File: config.mk
export PLATFORM = sky130hd
export DESIGN_NAME = game_sequencer
export DESIGN_NICKNAME = d
export VERILOG_FILES = /design/src/rtl/game_pkg.sv /design/src/rtl/brick_clear_fifo.sv /design/src/rtl/game_sequencer.sv
export SDC_FILE = /design/constraint.sdc
export NUM_CORES = 1
export LEC_CHECK = 0
export CAP_MARGIN = 20
export CORE_MARGIN = 8
export CORE_UTILIZATION = 35
export CTS_CLUSTER_DIAMETER = 30
export CTS_CLUSTER_SIZE = 40
export DETAILED_ROUTE_END_ITERATION = 8
export GPL_TIMING_DRIVEN = 0
export PLACE_DENSITY = 0.58
export SYNTH_ARGS = -nofsm -noshare
export SYNTH_HDL_FRONTEND = slang
export SYNTH_SLANG_ARGS = --single-unit
File: constraint.sdc
create_clock -name frame_clk -period 2.5 [get_ports frame_clk]
set_input_delay 0.5 -clock frame_clk [delete_from_list [all_inputs] [get_ports frame_clk]]
set_output_delay 0.5 -clock frame_clk [all_outputs]
set_load 0.1 [all_outputs]
File: src/rtl/game_pkg.sv
// Shared game types and scan codes for the frame-rate game sequencer.
// No logic; pure declarations.
// Backpressure: not applicable.
package game_pkg;

  typedef enum logic [2:0] {
    IDLE  = 3'd0,
    PLAY  = 3'd1,
    DELAY = 3'd2,
    WIN   = 3'd3,
    LOSE  = 3'd4
  } game_state_t;

  localparam logic [7:0] KEY_START   = 8'h16;
  localparam logic [7:0] KEY_RESTART = 8'h15;

endpackage

File: src/rtl/brick_clear_fifo.sv
// Small synchronous FIFO with flush; head data is shown combinationally from the storage flops.
// Latency: a push becomes visible at the head the cycle after it is written.
// Backpressure: push ignored when full (full judged before any same-cycle pop); pop ignored when empty.
module brick_clear_fifo #(
  parameter int WIDTH = 7,
  parameter int DEPTH = 4
) (
  input  logic             clk,
  input  logic             rst_n,
  input  logic             push,
  input  logic [WIDTH-1:0] push_dat,
  input  logic             pop,
  input  logic             flush,
  output logic             full,
  output logic             empty,
  output logic [WIDTH-1:0] head_dat
);
  localparam int AW = $clog2(DEPTH);

  logic [WIDTH-1:0] mem_q [DEPTH];
  logic [WIDTH-1:0] mem_d [DEPTH];
  logic [AW-1:0]    wr_ptr_q, wr_ptr_d;
  logic [AW-1:0]    rd_ptr_q, rd_ptr_d;
  logic [AW:0]      cnt_q, cnt_d;
  logic             push_ok, pop_ok;

  assign full     = (cnt_q == (AW+1)'(DEPTH));
  assign empty    = (cnt_q == '0);
  assign push_ok  = push && !full;
  assign pop_ok   = pop && !empty;
  assign head_dat = empty ? '0 : mem_q[rd_ptr_q];

  always_comb begin
    mem_d    = mem_q;
    wr_ptr_d = wr_ptr_q;
    rd_ptr_d = rd_ptr_q;
    cnt_d    = cnt_q;
    if (flush) begin
      wr_ptr_d = '0;
      rd_ptr_d = '0;
      cnt_d    = '0;
    end else begin
      if (push_ok) begin
        mem_d[wr_ptr_q] = push_dat;
        wr_ptr_d        = wr_ptr_q + 1'b1;
      end
      if (pop_ok) begin
        rd_ptr_d = rd_ptr_q + 1'b1;
      end
      cnt_d = cnt_q + {{AW{1'b0}}, push_ok} - {{AW{1'b0}}, pop_ok};
    end
  end

  always_ff @(posedge clk or negedge rst_n) begin
    if (!rst_n) begin
      mem_q    <= '{default: '0};
      wr_ptr_q <= '0;
      rd_ptr_q <= '0;
      cnt_q    <= '0;
    end else begin
      mem_q    <= mem_d;
      wr_ptr_q <= wr_ptr_d;
      rd_ptr_q <= rd_ptr_d;
      cnt_q    <= cnt_d;
    end
  end

endmodule

File: src/rtl/game_sequencer.sv
// Game controller: serve/play/life-loss/end sequencing, lives and brick counts, brick-clear queue.
// Latency: every output is registered, one frame after the sampled inputs.
// Backpressure: clears wait on clr_ready; hits arriving while the queue is full are dropped and flagged.
module game_sequencer
  import game_pkg::*;
#(
  parameter int NUM_BRICKS  = 40,
  parameter int LIVES       = 3,
  parameter int SERVE_DELAY = 60,
  parameter int ROW_W       = 3,
  parameter int COL_W       = 4,
  parameter int FIFO_DEPTH  = 4
) (
  input  logic                          frame_clk,
  input  logic                          Reset_n,
  input  logic [7:0]                    key,
  input  logic                          ball_lost,
  input  logic                          brick_hit,
  input  logic [ROW_W-1:0]              hit_row,
  input  logic [COL_W-1:0]              hit_col,
  input  logic                          clr_ready,
  output logic                          clr_valid,
  output logic [ROW_W-1:0]              clr_row,
  output logic [COL_W-1:0]              clr_col,
  output logic                          map_reload,
  output logic                          ball_hold,
  output logic                          serve,
  output logic [$clog2(LIVES+1)-1:0]    lives_left,
  output logic [$clog2(NUM_BRICKS+1)-1:0] bricks_left,
  output game_state_t                   state,
  output logic                          win,
  output logic                          lose,
  output logic                          hit_overflow
);
  localparam int LW    = $clog2(LIVES+1);
  localparam int BW    = $clog2(NUM_BRICKS+1);
  localparam int CW    = $clog2(SERVE_DELAY+1);
  localparam int FIFOW = ROW_W + COL_W;

  game_state_t state_q, state_d;
  logic [LW-1:0] lives_q, lives_d;
  logic [BW-1:0] bricks_q, bricks_d;
  logic [CW-1:0] cnt_q, cnt_d;
  logic ovf_q, ovf_d;
  logic serve_q, serve_d;
  logic reload_q, reload_d;
  logic hold_q, hold_d;
  logic win_q, win_d;
  logic lose_q, lose_d;

  logic restart, start, in_play, hit_acc;
  logic fifo_full, fifo_empty;
  logic [FIFOW-1:0] head_dat;

  assign restart = (key == KEY_RESTART);
  assign start   = (key == KEY_START);
  assign in_play = (state_q == PLAY);
  assign hit_acc = in_play && brick_hit && !fifo_full && !restart;

  brick_clear_fifo #(
    .WIDTH (FIFOW),
    .DEPTH (FIFO_DEPTH)
  ) u_fifo (
    .clk      (frame_clk),
    .rst_n    (Reset_n),
    .push     (hit_acc),
    .push_dat ({hit_row, hit_col}),
    .pop      (clr_ready),
    .flush    (restart),
    .full     (fifo_full),
    .empty    (fifo_empty),
    .head_dat (head_dat)
  );

  always_comb begin
    state_d  = state_q;
    lives_d  = lives_q;
    bricks_d = bricks_q;
    cnt_d    = cnt_q;
    ovf_d    = ovf_q;
    serve_d  = 1'b0;
    reload_d = 1'b0;
    if (restart) begin
      state_d  = IDLE;
      lives_d  = LW'(LIVES);
      bricks_d = BW'(NUM_BRICKS);
      cnt_d    = '0;
      ovf_d    = 1'b0;
      reload_d = 1'b1;
    end else begin
      if (hit_acc && (bricks_q != '0)) begin
        bricks_d = bricks_q - 1'b1;
      end
      if (in_play && brick_hit && fifo_full) begin
        ovf_d = 1'b1;
      end
      case (state_q)
        IDLE: begin
          if (start) begin
            state_d = PLAY;
            serve_d = 1'b1;
          end
        end
        PLAY: begin
          // Clearing the last brick beats a same-frame ball loss.
          if (hit_acc && (bricks_q <= BW'(1))) begin
            state_d = WIN;
          end else if (ball_lost && (lives_q == LW'(1))) begin
            state_d = LOSE;
            lives_d = '0;
          end else if (ball_lost) begin
            state_d = DELAY;
            lives_d = lives_q - 1'b1;
            cnt_d   = CW'(SERVE_DELAY - 1);
          end
        end
        DELAY: begin
          if (cnt_q == '0) begin
            state_d = IDLE;
          end else begin
            cnt_d = cnt_q - 1'b1;
          end
        end
        default: ;
      endcase
    end
    hold_d = (state_d != PLAY);
    win_d  = (state_d == WIN);
    lose_d = (state_d == LOSE);
  end

  always_ff @(posedge frame_clk or negedge Reset_n) begin
    if (!Reset_n) begin
      state_q  <= IDLE;
      lives_q  <= LW'(LIVES);
      bricks_q <= BW'(NUM_BRICKS);
      cnt_q    <= '0;
      ovf_q    <= 1'b0;
      serve_q  <= 1'b0;
      reload_q <= 1'b0;
      hold_q   <= 1'b1;
      win_q    <= 1'b0;
      lose_q   <= 1'b0;
    end else begin
      state_q  <= state_d;
      lives_q  <= lives_d;
      bricks_q <= bricks_d;
      cnt_q    <= cnt_d;
      ovf_q    <= ovf_d;
      serve_q  <= serve_d;
      reload_q <= reload_d;
      hold_q   <= hold_d;
      win_q    <= win_d;
      lose_q   <= lose_d;
    end
  end

  assign state        = state_q;
  assign lives_left   = lives_q;
  assign bricks_left  = bricks_q;
  assign hit_overflow = ovf_q;
  assign serve        = serve_q;
  assign map_reload   = reload_q;
  assign ball_hold    = hold_q;
  assign win          = win_q;
  assign lose         = lose_q;
  assign clr_valid    = !fifo_empty;
  assign clr_row      = head_dat[FIFOW-1:COL_W];
  assign clr_col      = head_dat[COL_W-1:0];

endmodule
==> out/metrics.cfg <==
[worst_setup_path]
reg2reg_to=u_fifo.cnt_q[2]
worst-path-max-fanout=9
crit_path_top_delay_cell=or3_4
crit_family=adder cells
crit_path_end=u_fifo.cnt_q[2]
crit_arrival_ns=2.67
path_depth=11
r2r_cells=11
cp.buffers_inverters=3
crit_path_start=u_fifo.cnt_q[0]
cp_cell_sequence=or3_4 > clkbuf_16 > and2_4 > ha_1 > inv_1 > ha_1 > inv_1 > fa_2 > xor2_2 > xnor2_1 > nor2_1
critPathCaptureType=register
required_ns=2.69
path_class=reg -> reg
max_stage_delay_ns=0.40
timing.rr.start=u_fifo.cnt_q[0]
critPathLaunchType=register
r2r_slack_ns=0.03

[cells_and_area]
nNetsFinal=341
fin_cells=418
n_antenna_cell=0
final_util=0.461
drive_gt1_frac=0.304
fin_area_um2=3790
area_growth_syn_to_layout_pct=28.2

[global_route]
antenna_found_initial=0
grt_max_degree=41
track_usage=0.121
grt_pass1_vias=2207
grt_pass1_wl_mm=11.1
grt-ovfl-total=0

[drt]
drtIter0Drc=68
wl_met2_mm=3.05
drt_pass1_iterations=4
ant_nets=0
drt-total-wl_mm=6.59
drc=0
num_vias=2106
dr.max_layer_used=met4
viasPerCell=5.04
met1_length_mm=3.09
avgRoutedWirePerCell_um=15.8
met3_wirelength_um=360

[place]
io_buffers=44
dp_hpwl_mm=4.62
place_ws_ns=-0.627
placed_cells=399
globalplace.congestion=0.774
place_area_um2=3570

[timing]
finalCritPeriodShare=0.989
finalHoldViolCount=0
setup_slack_ns=0.0267
fin_worst_skew_ns=0.00711
slew_violations=0
period_minus_slack_ns=2.47
rsz0062_at_grt=true
slew-limit-headroom=0.332
tns_ns=0
worstMarginPinSlew_ns=1.00
setup_viol=0
max_freq_mhz=404

[synth]
yosys_warnings=0
yosysSeqAreaShare=0.493
syn_avg_cell_area_um2=11.9
synthesis.area_um2=2950
ys_types=50
synthTopCellsByCount=dfrtp_1, mux2_2, nor2_1
yosysMostFrequentCell=dfrtp_1
yosys_most_used_dff=dfrtp_1
postSynth.asyncResetShare=1.00
synth-edff-count=0
syn_nets=281
synth_area_leaders=dfrtp_1, mux2_2, mux4_2
yosys.area.top_type_share=0.449
synth.largest_area_cell=dfrtp_1
ys_seq_elements=58
synth_cells=249

[power]
internal_power_mw=2.17
powerDensity_nw_per_um2=1070
leakagePower_nw=1.76
switching_power_mw=1.86
pwr-share-comb=0.474
seqPwrFrac=0.349
swShare=0.462
clkPwrFrac=0.177
ir_worst_vdd_v=0.000888

[clock_network]
clock_sinks=58
clk_latency_ns=0.33
htree_levels=3
numCtsBuffers=9
clk_path_buf_depth=2
root_buffer=clkbuf_8
hold_buffers=0
tritoncts=done
path_clk_slew_ns=0.07

[die]
die_w_um=108
design.core.area_um2=8220
dieArea_um2=11600
initial_core_util=0.360
fp.dieH_um=108
num_rows=33
pin_count=45

[outcome]
status=finished, final reports clean

[min_path]
worstHoldPathType=in -> async

[run]
cap_violations=0

worst reg2reg max path: stages, from the launching register on:
cell and delay, ns:
dfrtp_1 0.39, or3_4 0.40, clkbuf_16 0.17, and2_4 0.16, ha_1 0.27, inv_1 0.06
ha_1 0.13, inv_1 0.05, fa_2 0.35, xor2_2 0.18, xnor2_1 0.14, nor2_1 0.05
cell usage in the layout (no fill, tap or decap), types with 4 or more instances in the layout:
cell type	instances
dfrtp_1	49
mux2_2	28
clkdlybuf4s50_1	27
nor2_1	25
inv_1	12
nand2_1	11
ha_1	11
buf_2	9
clkbuf_8	9
and2_1	8
mux4_2	7
nor3_1	7
a21oi_1	6
buf_4	6
dfstp_2	5
dlygate4sd2_1	5
xnor2_1	4
nand2_2	4
xor2_1	4
clkinv_2	4
dlymetal6s2s_1	4
dfrtp_2	4
stage by stage:
stage	power, mW	hold slack [ns]
after global routing	4.29	0.145
after floorplan	2.86	0.204
final	4.03	0.127
after global placement	3.30	0.482
after detailed placement	3.32	0.493
after CTS	4.07	0.126
metal layers:
| metal | up-vias | track usage |
|---|---|---|
| li1 | 1013 | - |
| met5 | - | 0 |
| met4 | 0 | 0.0367 |
| met3 | 10 | 0.0497 |
| met1 | 1038 | 0.150 |
| met2 | 45 | 0.189 |
cell type report:
cell class                      count  area, um2
Tap cell                          105        131
Inverter                           13       48.8
Sequential cell                    58       1460
Multi-Input combinational cell    171       1470
Timing Repair Buffer               51        469
Clock buffer                        9        124
Fill cell                         794       4430
Clock inverter                      6       35.0
Buffer                              5       41.3
power groups by stage:
stage	Combinational [mW]	Sequential, mW	Clock [mW]
2_1_floorplan	0.984	1.88	0
5_1_grt	2.06	1.45	0.787
3_3_place_gp	1.93	1.37	0
4_1_cts	1.90	1.41	0.755
6_report	1.91	1.41	0.713
3_5_place_dp	1.94	1.37	0
flip-flops by register name, indices dropped and copies added (netlist names), 2 cells and up:
signal and count:
cnt_q 6, u_fifo.rd_ptr_q 2, state 3, lives_left 2, bricks_left 6, u_fifo.mem_q 28
u_fifo.wr_ptr_q 2, u_fifo.cnt_q 3
logic make-up (layout without fill, tap and decap cells):
kind of cell / Yosys count / in the layout / synth area share
AO/OA/AOI/OAI: 28 / 28 / 0.0707
adder cells (fa/ha/maj): 12 / 12 / 0.0534
AND/OR/NAND/NOR: 87 / 87 / 0.170
multiplexers: 35 / 35 / 0.160
flip-flops: 58 / 58 / 0.493
XOR/XNOR: 9 / 9 / 0.0267
buffers and inverters: 20 / 84 / 0.0258
how the worst min path moves through the flow:
stage	depth (start not counted)	to
floorplan	0	bricks_left[0]
global placement	1	u_fifo.mem_q[19]
detailed placement	1	u_fifo.rd_ptr_q[0]
CTS	1	u_fifo.rd_ptr_q[0]
global route	1	u_fifo.cnt_q[1]
finish	1	u_fifo.rd_ptr_q[0]
what timing repair did:
action,in CTS,in global routing
pin swaps,3,1
gates resized for setup,44,13
endpoints found under the setup margin,41,36
buffers inserted,5,1
No activity file was read; power rests on OpenSTA's default activity.
